===== src/rtl/serial_adder.sv =====
// Bit-serial WIDTH-bit adder: one full_adder slice plus a carry flip-flop,
// processing one bit per clock LSB first, with a one-cycle valid strobe on completion.

module full_adder (
  input  logic a,
  input  logic b,
  input  logic c,
  output logic sum,
  output logic carry
);
  assign sum   = a ^ b ^ c;
  assign carry = (a & b) | (c & (a ^ b));
endmodule

module serial_adder #(
  parameter int WIDTH = 8
) (
  input  logic             i_clk,
  input  logic             i_rst_n,
  input  logic             i_start,
  input  logic [WIDTH-1:0] i_operand1,
  input  logic [WIDTH-1:0] i_operand2,
  input  logic             i_carry,
  output logic             o_busy,
  output logic             o_valid,
  output logic [WIDTH-1:0] o_result,
  output logic             o_carry
);
  localparam int CNT_W = $clog2(WIDTH + 1);
  localparam logic [CNT_W-1:0] LAST_BIT = CNT_W'(WIDTH - 1);

  typedef enum logic [1:0] {IDLE, RUN, DONE} state_t;

  state_t           state_reg;
  logic [WIDTH-1:0] op1_sh;
  logic [WIDTH-1:0] op2_sh;
  logic [WIDTH-1:0] sum_sh;
  logic             carry_q;
  logic [CNT_W-1:0] cnt;
  logic [WIDTH-1:0] result_reg;
  logic             carry_out_reg;
  logic             busy_reg;
  logic             valid_reg;

  logic             fa_sum;
  logic             fa_carry;
  logic [WIDTH:0]   sum_ext;
  logic [WIDTH-1:0] sum_sh_next;

  full_adder u_fa (
    .a     (op1_sh[0]),
    .b     (op2_sh[0]),
    .c     (carry_q),
    .sum   (fa_sum),
    .carry (fa_carry)
  );

  // Widening before the shift keeps the slice legal even when WIDTH is 1.
  assign sum_ext     = {fa_sum, sum_sh};
  assign sum_sh_next = sum_ext[WIDTH:1];

  always_ff @(posedge i_clk or negedge i_rst_n) begin
    if (!i_rst_n) begin
      state_reg     <= IDLE;
      op1_sh        <= '0;
      op2_sh        <= '0;
      sum_sh        <= '0;
      carry_q       <= 1'b0;
      cnt           <= '0;
      result_reg    <= '0;
      carry_out_reg <= 1'b0;
      busy_reg      <= 1'b0;
      valid_reg     <= 1'b0;
    end else begin
      case (state_reg)
        IDLE: begin
          if (i_start) begin
            op1_sh    <= i_operand1;
            op2_sh    <= i_operand2;
            carry_q   <= i_carry;
            sum_sh    <= '0;
            cnt       <= '0;
            busy_reg  <= 1'b1;
            state_reg <= RUN;
          end
        end
        RUN: begin
          op1_sh  <= op1_sh >> 1;
          op2_sh  <= op2_sh >> 1;
          sum_sh  <= sum_sh_next;
          carry_q <= fa_carry;
          cnt     <= cnt + CNT_W'(1);
          // Final bit step: publish the sum including the bit just computed.
          if (cnt == LAST_BIT) begin
            result_reg    <= sum_sh_next;
            carry_out_reg <= fa_carry;
            valid_reg     <= 1'b1;
            state_reg     <= DONE;
          end
        end
        DONE: begin
          valid_reg <= 1'b0;
          busy_reg  <= 1'b0;
          state_reg <= IDLE;
        end
        default: begin
          valid_reg <= 1'b0;
          busy_reg  <= 1'b0;
          state_reg <= IDLE;
        end
      endcase
    end
  end

  assign o_busy   = busy_reg;
  assign o_valid  = valid_reg;
  assign o_result = result_reg;
  assign o_carry  = carry_out_reg;
endmodule


===== config.mk =====
export PLATFORM = sky130hd
export DESIGN_NAME = serial_adder
export DESIGN_NICKNAME = d
export VERILOG_FILES = /design/src/rtl/serial_adder.sv
export SDC_FILE = /design/constraint.sdc
export NUM_CORES = 1
export LEC_CHECK = 0
export ABC_AREA = 1
export BUFFER_PORTS_ARGS = -buffer_cell sky130_fd_sc_hd__buf_2
export CORE_UTILIZATION = 54
export DETAILED_ROUTE_END_ITERATION = 16
export GPL_ROUTABILITY_DRIVEN = 0
export GPL_TIMING_DRIVEN = 0
export PLACE_DENSITY = 0.77
export SLEW_MARGIN = 10
export SYNTH_ARGS = -nofsm -noshare
export SYNTH_HDL_FRONTEND = slang
export SYNTH_SLANG_ARGS = --single-unit

===== constraint.sdc =====
create_clock -name i_clk -period 1.25 [get_ports i_clk]
set_input_delay 0.0625 -clock i_clk [delete_from_list [all_inputs] [get_ports i_clk]]
set_output_delay 0.0625 -clock i_clk [all_outputs]
set_load 0.05 [all_outputs]

==> results of run 1 <==
## kinds of logic (layout without fill, tap and decap cells)
logic type                 count (synthesis)  count (layout)  share of synthesized area [%]
AOI/OAI and AO/OA                          5               5                           1.43
adders and majority gates                  2               2                           1.86
buffers and inverters                     17              79                           4.66
DFF                                       41              41                           58.8
and+or+nand+nor                          134             134                           33.3
## Yosys cell counts (all sizes together)
| cell | n | share of area (%) |
|---|---|---|
| a21oi | 1 | 0.29 |
| buf | 10 | 3.2 |
| clkbuf | 1 | 0.21 |
| dfrtp | 41 | 59 |
| fa | 1 | 1.1 |
| ha | 1 | 0.72 |
| inv | 6 | 1.3 |
| nand2 | 77 | 17 |
| nand3 | 52 | 15 |
| nand4 | 1 | 0.36 |
| nor2 | 4 | 1.3 |
| o21ai | 4 | 1.1 |
## what timing repair did
| action | in CTS | in global routing |
|---|---|---|
| resized for setup | 0 | 23 |
| cloned | 0 | 1 |
| endpoints found under the setup margin | 20 | 27 |
| hold buffers | 18 | 0 |
| pin swaps | 1 | 2 |
| endpoints found under the hold margin | 58 | 0 |
| buffers inserted | 4 | 1 |
## metrics by stage
stage               TNS [ns]  std cells
floorplan                  0        199
detailed placement    -0.221        273
global route         -0.0652        305
finish                     0        305
global placement      -0.177        273
CTS                        0        303
## cells in the final DEF (no fill, tap or decap), types with 2 or more instances in the layout
cell type,count
buf_4,10
nand2_4,2
buf_2,32
dfrtp_1,41
nand3_1,52
nor2_1,2
clkbuf_4,8
o21ai_0,3
nand2_2,3
nand2_1,72
nor2_4,2
inv_1,4
dlygate4sd3_1,18
## cell type report
| cell class | count | share of cell area [%] |
|---|---|---|
| multi-input cells | 141 | 28.9 |
| inverters | 6 | 1.08 |
| repair buffers | 54 | 16.2 |
| well taps | 44 | 2.38 |
| flip-flops and latches | 41 | 44.4 |
| plain buffers | 11 | 3.41 |
| clock buffers | 5 | 1.62 |
| clock inverters | 3 | 2.00 |
## worst paths after layout
path                                         startpoint                 endpoint  slack (ns)  cells past startpoint
worst max-delay path                 cnt[0]$_DFFE_PN0P_  o_result[5]$_DFFE_PN0P_        0.04                      7
worst min-delay path                            i_start    sum_sh[6]$_DFFE_PN0P_        0.05                      4
worst max register to register       cnt[0]$_DFFE_PN0P_  o_result[5]$_DFFE_PN0P_        0.04                      7
worst min register to register  o_result[7]$_DFFE_PN0P_  o_result[7]$_DFFE_PN0P_        0.48                      2
max in group asynchronous                       i_rst_n    op2_sh[3]$_DFFE_PN0P_        0.33                      2
min in group asynchronous                       i_rst_n  o_result[3]$_DFFE_PN0P_        0.35                      2
## power by group through the flow
stage | Sequential [W] | Clock [W] | Combinational (W)
final | 0.00223 | 0.000886 | 0.00254
after global routing | 0.00230 | 0.000943 | 0.00281
after CTS | 0.00221 | 0.000890 | 0.00239
after detailed placement | 0.00226 | 0 | 0.00225
after global placement | 0.00223 | 0 | 0.00222
after floorplan | 0.00280 | 0 | 0.00114
## tightest hold or removal path: cells and delay by family
family,cells,cell delay (ns)
AND/OR/NAND/NOR,2,0.18
AO/OA/AOI/OAI,1,0.05
buffers and inverters,1,0.10
## per-layer routing
metal / vias up / part of all wire [%] / track usage, %
li1: 769 / - / -
met1: 722 / 45 / 32.5
met2: 32 / 50 / 39.0
met3: 6 / 3.6 / 6.59
met4: 0 / 1.1 / 7.14
met5: - / 0 / 0
==> impl_metrics.tcl, run 1 <==
set metrics [dict create \
    fmax_ghz 0.825 \
    postPlaceCellArea_mm2 0.00195 \
    numCtsBuffers 5 \
    cp_slowest_cell "dfrtp_1" \
    combPwrFrac_pct 44.9 \
    power.total_w 0.00565 \
    relSlewSlack_pct 40.4 \
    timing.critical_path.mode_cell "nand2_1" \
    die_height_um 58.9 \
    maxCapViolations 0 \
    ys_types 17 \
    seq_power_share_pct 39.5 \
    final_area_mm2 0.00231 \
    yosys_warnings 0 \
    critPathMaxStageDelay_ns 0.39 \
    seq_area_frac_synth_pct 58.8 \
    path_clk_slew_ns 0.14 \
    setup_viol 0 \
    cp.arrival_ns 1.49 \
    internal_power_w 0.00317 \
    seq_area_mm2 0.00103 \
    first_pass_iters 4 \
    rows 20 \
    routed-via-count 1529 \
    syn_to_final_growth_pct 32.5 \
    fp.dieArea_mm2 0.00346 \
    multi_input_area_um2 668 \
    hold_path_class "in -> reg" \
    finalCriticalPeriod_ns 1.21 \
    numPortBuffers 30 \
    cts_tree "yes" \
    clock-sinks 41 \
    grt_max_degree 42 \
    syn_area_mm2 0.00175 \
    hpwlAfterDp_mm 2.24 \
    path_class "reg -> reg" \
    cp-end-kind "flip-flop" \
    vdd_drop_max_mv 1.14 \
    start_kind "flip-flop" \
    start_util_pct 57.2 \
    crit_chain "ha_2 -> nand2_2 -> nor2_4 -> nand2_4 -> buf_4 -> nand2_1 -> nand2_1" \
    pin_count 31 \
    critPathMaxFanout 5 \
    detail-route-antenna-nets 0 \
    grtUsageTotal_pct 24.3 \
    core-area_mm2 0.00305 \
    crit_buf_inv 1 \
    p_leak_nw 1.22 \
    outcome "completed" \
    grt-ovfl-total 0 \
    nets 282 \
    post-place-ws_ns -0.0380 \
    path_delay_family "flip-flops" \
    drc 0 \
    first_global_vias 1367 \
    htreeDepth 2 \
    powerDensity_mw_per_mm2 2450 \
    hold_viol 0 \
    whs_ns 0.0486 \
    cp.required_ns 1.53 \
    switching_share_pct 44.0 \
    utilization_pct 75.7 \
    grt_setup_unrepaired "yes" \
    drt-total-wl_mm 3.79 \
    clk_latency_ns 0.37 \
    clockRootBuffer "clkbuf_4" \
    worst_pin_slew_ns 0.895 \
    avgSynthCellArea_um2 8.77 \
    antenna_cells 0 \
    vias_per_cell 5.01 \
    clock_skew_ns 0.0158 \
    final_layout_size_suffix_gt1_share_pct 24.9 \
    grt_antenna_before_repair 0 \
    syn_inst 199 \
    power_frac_clock_pct 15.7 \
    ys_ff_latch 41 \
    syn_nets 221 \
    dieWidth_um 58.9 \
    grt_first_pass_wirelength_mm 6.13 \
    wl_per_cell_um 12.4 \
    fillCellCount 244 \
    first_iter_violations 81 \
    fin_ws_ns 0.0384 \
    slew_violations 0 \
    cts_buffer_depth 2 \
    p_sw_w 0.00249 \
    fin_crit_sh_pct 96.9 \
]
No activity file was read; power rests on OpenSTA's default activity.
==> run 2, diff against run 1 <==
--- a/config.mk
+++ b/config.mk
@@ -7,11 +7,11 @@
 export LEC_CHECK = 0
 export ABC_AREA = 1
 export BUFFER_PORTS_ARGS = -buffer_cell sky130_fd_sc_hd__buf_2
-export CORE_UTILIZATION = 54
+export CORE_UTILIZATION = 50
 export DETAILED_ROUTE_END_ITERATION = 16
 export GPL_ROUTABILITY_DRIVEN = 0
 export GPL_TIMING_DRIVEN = 0
-export PLACE_DENSITY = 0.77
+export PLACE_DENSITY = 0.73
 export SLEW_MARGIN = 10
 export SYNTH_ARGS = -nofsm -noshare
 export SYNTH_HDL_FRONTEND = slang
==> impl_metrics.tcl, run 2 (synthesized netlist as in run 1, its figures left out) <==
set metrics [dict create \
    wl_per_cell_um 12.4 \
    cts_tree "yes" \
    fp.dieArea_mm2 0.00373 \
    final_layout_size_suffix_gt1_share_pct 23.9 \
    reg2reg_depth 7 \
    clk_latency_ns 0.34 \
    pin_count 31 \
    layout_commonest_cell "nand2_1" \
    worst_pin_slew_ns 0.880 \
    nets 280 \
    finalCriticalPeriod_ns 1.23 \
    syn_to_final_growth_pct 33.0 \
    power.total_w 0.00569 \
    numCtsBuffers 5 \
    grt-ovfl-total 0 \
    first_pass_iters 4 \
    rr_startpoint "cnt[1]$_DFFE_PN0P_" \
    setup.worst_path.start "cnt[1]$_DFFE_PN0P_" \
    fin_cells 305 \
    clockRootBuffer "clkbuf_4" \
    clock-sinks 41 \
    fin_ws_ns 0.0175 \
    numPortBuffers 30 \
    hpwlAfterDp_mm 2.37 \
    core-area_mm2 0.00334 \
    start_kind "flip-flop" \
    p_leak_nw 1.22 \
    first_iter_violations 61 \
    outcome "completed" \
    grtUsageTotal_pct 23.4 \
    path_clk_slew_ns 0.12 \
    vias_per_cell 5.02 \
    hold_viol 0 \
    first_global_vias 1383 \
    htreeDepth 2 \
    drt-total-wl_mm 3.77 \
    grt_antenna_before_repair 0 \
    drc 0 \
    critPathMaxFanout 5 \
    final_cell_mix "nand2_1, nand3_1, dfrtp_1" \
    routed-via-count 1530 \
    dieWidth_um 61.1 \
    fin_crit_sh_pct 98.6 \
    relSlewSlack_pct 41.3 \
    post-place-ws_ns -0.0714 \
    whs_ns 0.0736 \
    powerDensity_mw_per_mm2 2450 \
    cp.arrival_ns 1.48 \
    hold_path_depth 4 \
    grt_setup_unrepaired "yes" \
    slew_violations 0 \
    dp.cells 275 \
    fmax_ghz 0.811 \
    clock_skew_ns 0.00794 \
    cts_buffer_depth 2 \
    multi_input_area_um2 678 \
    hold_path_class "in -> reg" \
    rows 21 \
    cp-end-kind "flip-flop" \
    antenna_cells 0 \
    vdd_drop_max_mv 1.20 \
    setup_viol 0 \
    seq_area_mm2 0.00103 \
    detail-route-antenna-nets 0 \
    grt_first_pass_wirelength_mm 6.15 \
    cp.required_ns 1.50 \
    grt_max_degree 42 \
    hp-start "i_start" \
    fillCellCount 257 \
    maxCapViolations 0 \
    path_class "reg -> reg" \
    start_util_pct 52.3 \
    die_height_um 61.1 \
]
## run 2: worst paths after layout
kind                            slack [ns]                       to
worst min register to register        0.48  o_result[3]$_DFFE_PN0P_
worst min-delay path                  0.07    sum_sh[6]$_DFFE_PN0P_
worst max-delay path                  0.02  o_result[6]$_DFFE_PN0P_
worst max register to register        0.02  o_result[6]$_DFFE_PN0P_
min in group asynchronous             0.35  o_result[2]$_DFFE_PN0P_
max in group asynchronous             0.34       cnt[1]$_DFFE_PN0P_
## run 2: area by class of cell
cell class	instances	share of cell area (%)
Tap cell	46	2.48
Sequential cell	41	44.2
Inverter	6	1.08
Timing Repair Buffer	52	15.7
Clock inverter	1	1.29
Clock buffer	7	2.37
Multi-Input combinational cell	141	29.2
Buffer	11	3.72
## run 2: through the flow
step | cell area (um2) | utilization [%] | setup TNS [ns]
6_report | 2320 | 69.6 | 0
4_1_cts | 2250 | 67.3 | 0
2_1_floorplan | 1750 | - | 0
3_3_place_gp | 1950 | 58.5 | -0.433
3_5_place_dp | 1950 | 58.5 | -0.530
5_1_grt | 2320 | 69.6 | -0.450
## run 2: worst max-delay path, cell delays in order, from the launching register on
cell     delay (ns)
dfrtp_1        0.41
ha_2           0.20
nand2_2        0.07
nor2_4         0.15
nand2_4        0.08
buf_6          0.13
nand2_1        0.05
nand2_1        0.05
## run 2: where the power goes
part           total [W]  switching [W]  internal (W)  leakage (nW)
logic            0.00253        0.00168      0.000856         0.648
clock network   0.000892       0.000415      0.000478        0.0455
registers        0.00227       0.000380       0.00189         0.523
## run 2: timing repair
item                                   4_1_cts  5_1_grt
buffers inserted                             3        0
pin swaps                                    1        4
hold buffers                                18        0
endpoints found under the hold margin       58        0
gates cloned                                 0        1
setup endpoints to repair                   20       36
resized for setup                            2       25
## run 2: routing by layer
| layer | up-vias | wire (um) | share of wire [%] | track usage (%) |
|---|---|---|---|---|
| li1 | 766 | - | - | - |
| met1 | 721 | 1720 | 46 | 30.9 |
| met2 | 41 | 1860 | 49 | 37.0 |
| met3 | 2 | 159 | 4.2 | 6.30 |
| met4 | 0 | 34 | 0.90 | 9.09 |
| met5 | - | 0 | 0 | 0 |
